===== src/rtl/drain_count.sv =====
// ============================================================================
//  Module      : drain_count
//  Description : Read-side burst drainer; waits for `full`, reads DEPTH
//                entries on downstream `ready`, pulses `done`, then re-arms.
//  Revision    : 1.0 - initial release
// ============================================================================
`default_nettype none

module drain_count #(
   parameter int DEPTH = 6,
   parameter int AW    = 3
) (
   input  logic          clock,
   input  logic          rst_n,
   input  logic          full,
   input  logic          ready,
   output logic          read,
   output logic [AW-1:0] raddr,
   output logic          busy,
   output logic          done
);

   typedef enum logic [1:0] {
      S_IDLE     = 2'd0,
      S_READ     = 2'd1,
      S_DONE     = 2'd2,
      S_WAIT_CLR = 2'd3
   } state_t;

   // Terminal compare is on DEPTH-1 so DEPTH == 2**AW never overflows count.
   localparam logic [AW-1:0] c_last = AW'(DEPTH - 1);

   state_t        state_q, state_d;
   logic [AW-1:0] count_q, count_d;
   logic          busy_q,  busy_d;
   logic          done_q,  done_d;

   always_comb begin
      state_d = state_q;
      count_d = count_q;
      read    = 1'b0;
      case (state_q)
         S_IDLE: begin
            count_d = '0;
            if (full) state_d = S_READ;
         end
         S_READ: begin
            read = ready;
            if (ready) begin
               if (count_q == c_last) begin
                  count_d = '0;
                  state_d = S_DONE;
               end else begin
                  count_d = count_q + AW'(1);
               end
            end
         end
         S_DONE: begin
            state_d = S_WAIT_CLR;
         end
         S_WAIT_CLR: begin
            // A stale `full` must be seen low before another burst is allowed.
            if (!full) state_d = S_IDLE;
         end
         default: begin
            state_d = S_IDLE;
            count_d = '0;
         end
      endcase
      busy_d = (state_d == S_READ) || (state_d == S_DONE);
      done_d = (state_d == S_DONE);
   end

   always_ff @(posedge clock or negedge rst_n) begin
      if (!rst_n) begin
         state_q <= S_IDLE;
         count_q <= '0;
         busy_q  <= 1'b0;
         done_q  <= 1'b0;
      end else begin
         state_q <= state_d;
         count_q <= count_d;
         busy_q  <= busy_d;
         done_q  <= done_d;
      end
   end

   assign raddr = count_q;
   assign busy  = busy_q;
   assign done  = done_q;

endmodule

`default_nettype wire


===== config.mk =====
export PLATFORM = sky130hd
export DESIGN_NAME = drain_count
export DESIGN_NICKNAME = d
export VERILOG_FILES = /design/src/rtl/drain_count.sv
export SDC_FILE = /design/constraint.sdc
export NUM_CORES = 1
export LEC_CHECK = 0
export BUFFER_PORTS_ARGS = -buffer_cell sky130_fd_sc_hd__buf_2
export CAP_MARGIN = 20
export CORE_AREA = 3 3 40 42
export CTS_BUF_LIST = sky130_fd_sc_hd__clkbuf_4 sky130_fd_sc_hd__clkbuf_8
export CTS_CLUSTER_SIZE = 40
export DETAILED_ROUTE_END_ITERATION = 10
export DIE_AREA = 0 0 43 45
export PLACE_DENSITY = 0.46
export SLEW_MARGIN = 15
export SYNTH_ARGS = -nofsm -noshare
export SYNTH_HDL_FRONTEND = slang
export SYNTH_SLANG_ARGS = --single-unit

===== constraint.sdc =====
create_clock -name clock -period 1.6 [get_ports clock]
set_input_delay 0.4 -clock clock [delete_from_list [all_inputs] [get_ports clock]]
set_output_delay 0.4 -clock clock [all_outputs]
set_load 0.03 [all_outputs]

==> Word level (Yosys, flattened, before mapping) <==
Cells that the tools add are included.
{ "totals": {"regBits": 7, "in_bits": 4, "out_inout_bits": 6, "elab_cells": 25} }
{ "op_classes": {"add_sub_neg": 1, "n_eq_ne": 7, "n_mux": 9, "n_reduce_logical": 4} }
{ "ops": {"columns": ["op", "count"], "rows": [
  ["$mux W2", 4],
  ["$pmux W2 S4", 1],
  ["$eq A2 B2 Y1 const B", 3],
  ["$mux W3", 2],
  ["$pmux W3 S2", 1],
  ["$eq A2 B1 Y1 const B", 2],
  ["$add A3 B1 Y3 const B", 1],
  ["$eq A3 B3 Y1 const B", 1],
  ["$logic_not A2 Y1", 1],
  ["$ne A2 B2 Y1 const B", 1],
  ["$reduce_and A2 Y1", 1],
  ["$reduce_bool A2 Y1", 1],
  ["$logic_or A1 B1 Y1", 1],
  ["$mux W1", 1]
]} }

==> Longest topological paths before layout <==
{ "depth": {"depth_word": 6, "mapped_depth": 6, "depth_no_buf": 5} }

==> Worst setup path after synthesis <==
No wires, ideal clock.
{ "synth_path": {"kind": "register -> register", "start": "reg state_q[1]", "end": "reg busy_q (netlist: busy)", "setup_ns": 0.063, "arrival_ns": 1.456, "t_required_ns": 1.537, "slack_ns": 0.081, "path_stages_with_launch": 7, "n_path_buf": 1, "period_less_slack_ns": 1.519, "cell_sequence": "dfrtp_1 buf_2 and3b_1 nand4b_1 o21ai_0 ha_1 inv_1"} }
{ "synth_between": {"elab_chain_cells": 5, "word_cells_on_any_way": 12, "cone_classes": "eq/ne: 5; mux: 5; reduce/logical: 2"} }
{ "synth_lines": {"columns": ["item", "line", "rtl"], "rows": [
  ["from (decl)", "33", "state_t state_q, state_d;"],
  ["from (signal assigned)", "81", "state_q <= state_d;"],
  ["$mux W2", "50", "if (count_q == c_last) begin"],
  ["$mux W2", "49", "if (ready) begin"],
  ["$pmux W2 S4 *", "42", "case (state_q)"],
  ["$eq A2 B1 Y1 / $eq A2 B2 Y1 (equally long branches)", "70", "busy_d = (state_d == S_READ) || (state_d == S_DONE);"],
  ["$logic_or A1 B1 Y1 *", "70", null],
  ["named net busy_d", "35", "logic busy_q, busy_d;"],
  ["to (signal assigned)", "83", "busy_q <= busy_d;"],
  ["to (decl)", "35", null]
]} }
The timed path passes the listed nets; every way through them passes the cells marked *.
A chain may end at the register's enable or synchronous reset.

==> Worst setup path after layout <==
{ "layout_path": {"start": "reg state_q[0]", "end": "out read"} }
{ "layout_between": {"elab_chain_cells": 2} }
{ "layout_lines": {"columns": ["item", "line", "rtl"], "rows": [
  ["$eq A2 B1 Y1", "42", null],
  ["$mux W1", "42", null],
  ["to (decl)", "17", "output logic read,"]
]} }
No other way between the ends.

==> impl_metrics.py <==
metrics = {
    "outcome": {
        "status": "completed",
    },
    "cts": {
        "clkLatencyLatePin_ps": 250,
        "clk_pin_slew_ps": 50,
        "clock_sinks": 7,
        "h-tree-depth": 1,
        "clock-root-buffer": "clkbuf_4",
        "ctsLongestPathBuffers": 2,
        "cts_buffers": 3,
        "cts_tree": "done",
    },
    "final_layout": {
        "final_net_count": 53,
        "mostFrequentLayoutCells": "buf_2 (8), dfrtp_1 (6), nand2_1 (5), clkbuf_4 (5)",
        "final_util_pct": 35.3,
        "drive_above_1_share_pct": 42.6,
        "mostFrequentLayoutCell": "buf_2",
        "synthToLayoutAreaGrowth_pct": 35.4,
        "antenna_cells": 0,
    },
    "sta": {
        "rsz0062_at_grt": "false",
        "final-hold-violation-count": 0,
        "period_share_pct": 96.1,
        "setup_viol": 0,
        "worst_pin_slew_ps": 214,
        "max_freq_mhz": 650,
        "relSlewSlack_pct": 85.7,
        "finalSetupTns_ps": 0,
        "skew_ps": 1.55,
        "slew_violations": 0,
        "min_period_ps": 1540,
    },
    "logic_synthesis": {
        "postSynthAreaPerCell_um2": 10.5,
        "yosys_register_bits": 7,
        "synth_warnings": 0,
        "yosysUniqueCellTypes": 17,
        "seq_area_frac_synth_pct": 52.2,
        "synth_area_um2": 335,
        "synthCells": 32,
        "synth.net_count": 37,
    },
    "power_and_ir_drop": {
        "combinationalPowerShare_pct": 42.6,
        "power_switching_mw": 0.351,
        "power_density_nw_per_um2": 1850,
        "leakagePower_nw": 0.224,
        "internal_power_mw": 0.490,
        "irDropWorstVdd_uv": 559,
        "seqPwrFrac_pct": 36.5,
        "switching_share_pct": 41.7,
        "clkPwrFrac_pct": 20.9,
    },
    "global_route": {
        "antenna_found_initial": 0,
        "grt_pass1_wl_um": 1310,
        "track_usage_pct": 9.74,
        "gr-total-overflow": 0,
        "grt_max_degree": 9,
        "grt_pass1_vias": 281,
    },
    "routing": {
        "finalWirelength_um": 734,
        "drc": 0,
        "via_count": 294,
        "vias_per_cell": 4.74,
        "drt_iter0_markers": 3,
        "wire_per_inst_um": 11.8,
        "ant_nets": 0,
        "firstDrtPassIters": 2,
    },
    "floorplanning": {
        "die_area_um2": 1940,
        "die_w_um": 43,
        "die_y_um": 45,
        "core_um2": 1280,
        "start_util_pct": 26.1,
        "boundaryPins": 10,
        "rows": 13,
    },
    "worst_hold_path": {
        "hold_class": "input port to flop",
    },
    "worst_setup_path": {
        "r2r_cells": 5,
        "startpoint_type": "flop",
        "cp_slowest_cell": "dfrtp_1",
        "cp.depth": 2,
        "r2r-start": "state_q[0]",
        "critical_path_buf_inv_count": 1,
        "crit_start": "state_q[0]",
        "critPathTopFamily": "flip-flops",
        "worstSetupPathType": "flop to primary output",
        "worstSetupEndpointType": "primary output",
        "reg2reg_slack_ps": 230,
        "worstPathArrival_ps": 1140,
        "reg2reg_to": "busy",
        "cp.required_ps": 1200,
        "crit_chain": "and3b_2 > clkbuf_4",
        "crit_end": "read",
        "critPathMaxFanout": 6,
        "max_stage_delay_ps": 440,
    },
    "placement": {
        "portBuffers": 9,
        "hpwl_um": 552,
        "gp_congestion": 0.723,
    },
    "run": {
        "maxCapViolations": 0,
    },
}
==> per-stage QoR <==
stage          setup WS [ps]  hold slack, ps  std cells  total power, mW  instance area, um2
2_1_floorplan           81.2             104         32            0.549                 335
3_3_place_gp             244             238         55            0.626                 394
3_5_place_dp             216             239         55            0.646                 394
4_1_cts                 17.2             377         60            0.831                 435
5_1_grt                 4.45             384         62            0.909                 454
6_report                61.8             388         62            0.842                 454
==> how the worst min path moves through the flow <==
stage,start,endpoint,slack [ps],cells past startpoint
after global placement,rst_n,done,240,1
final,full,state_q[0],390,2
after CTS,full,state_q[0],380,2
after detailed placement,rst_n,busy,240,1
after floorplan,rst_n,busy,100,0
after global routing,full,state_q[0],380,2
==> power by group through the flow <==
stage / Combinational [mW] / Clock (mW) / Sequential, mW
3_3_place_gp: 0.315 / 0 / 0.310
2_1_floorplan: 0.178 / 0 / 0.371
5_1_grt: 0.389 / 0.198 / 0.322
6_report: 0.358 / 0.176 / 0.307
4_1_cts: 0.331 / 0.184 / 0.316
3_5_place_dp: 0.328 / 0 / 0.318
==> Yosys cell counts, drive strengths merged <==
master | instances | area [um2]
buf | 1 | 5.00
o311ai | 1 | 16.3
nor3b | 1 | 7.51
a21oi | 1 | 5.00
o211ai | 1 | 7.51
o21a | 1 | 7.51
and3b | 1 | 8.76
o21ai | 3 | 15.0
inv | 3 | 11.3
or3 | 1 | 11.3
nand4b | 1 | 8.76
nand3 | 2 | 10.0
xor2 | 1 | 8.76
ha | 1 | 12.5
dfrtp | 7 | 175
nand2 | 6 | 25.0
==> state kept, by name, indices dropped and copies added, names as in the netlist <==
| name | cells |
|---|---|
| busy | 1 |
| raddr | 3 |
| state_q | 2 |
| done | 1 |
==> metal layers <==
layer / up-vias / GRT usage, % / share of wire, % / wire length, um
met3: 4 / 4.38 / 8.2 / 60
met2: 9 / 14.1 / 46 / 336
met4: 0 / 9.04 / 3.1 / 23
met1: 140 / 10.6 / 43 / 314
li1: 141 / - / - / -
met5: - / 0 / 0 / 0
==> cell type report <==
cell class / instances / area [um2]
clock buffers: 4 / 30.0
fillers: 145 / 831
inverters: 3 / 11.3
multi-input cells: 21 / 145
flip-flops and latches: 7 / 176
well taps: 15 / 18.8
repair buffers: 12 / 72.6
==> timing repair <==
action	CTS	global route
gates cloned	0	0
setup buffers	0	2
setup endpoints to repair	1	1
hold endpoints to repair	7	0
gates resized for setup	1	2
hold buffers	1	0
==> kinds of logic after synthesis <==
kind of cell / synth area share, %
AND/OR/NAND/NOR: 21.3
AO/OA/AOI/OAI: 15.3
flip-flops: 52.2
buffers and inverters: 4.85
XOR/XNOR: 2.61
adder cells (fa/ha/maj): 3.73
(Power assumes the default switching activity.)
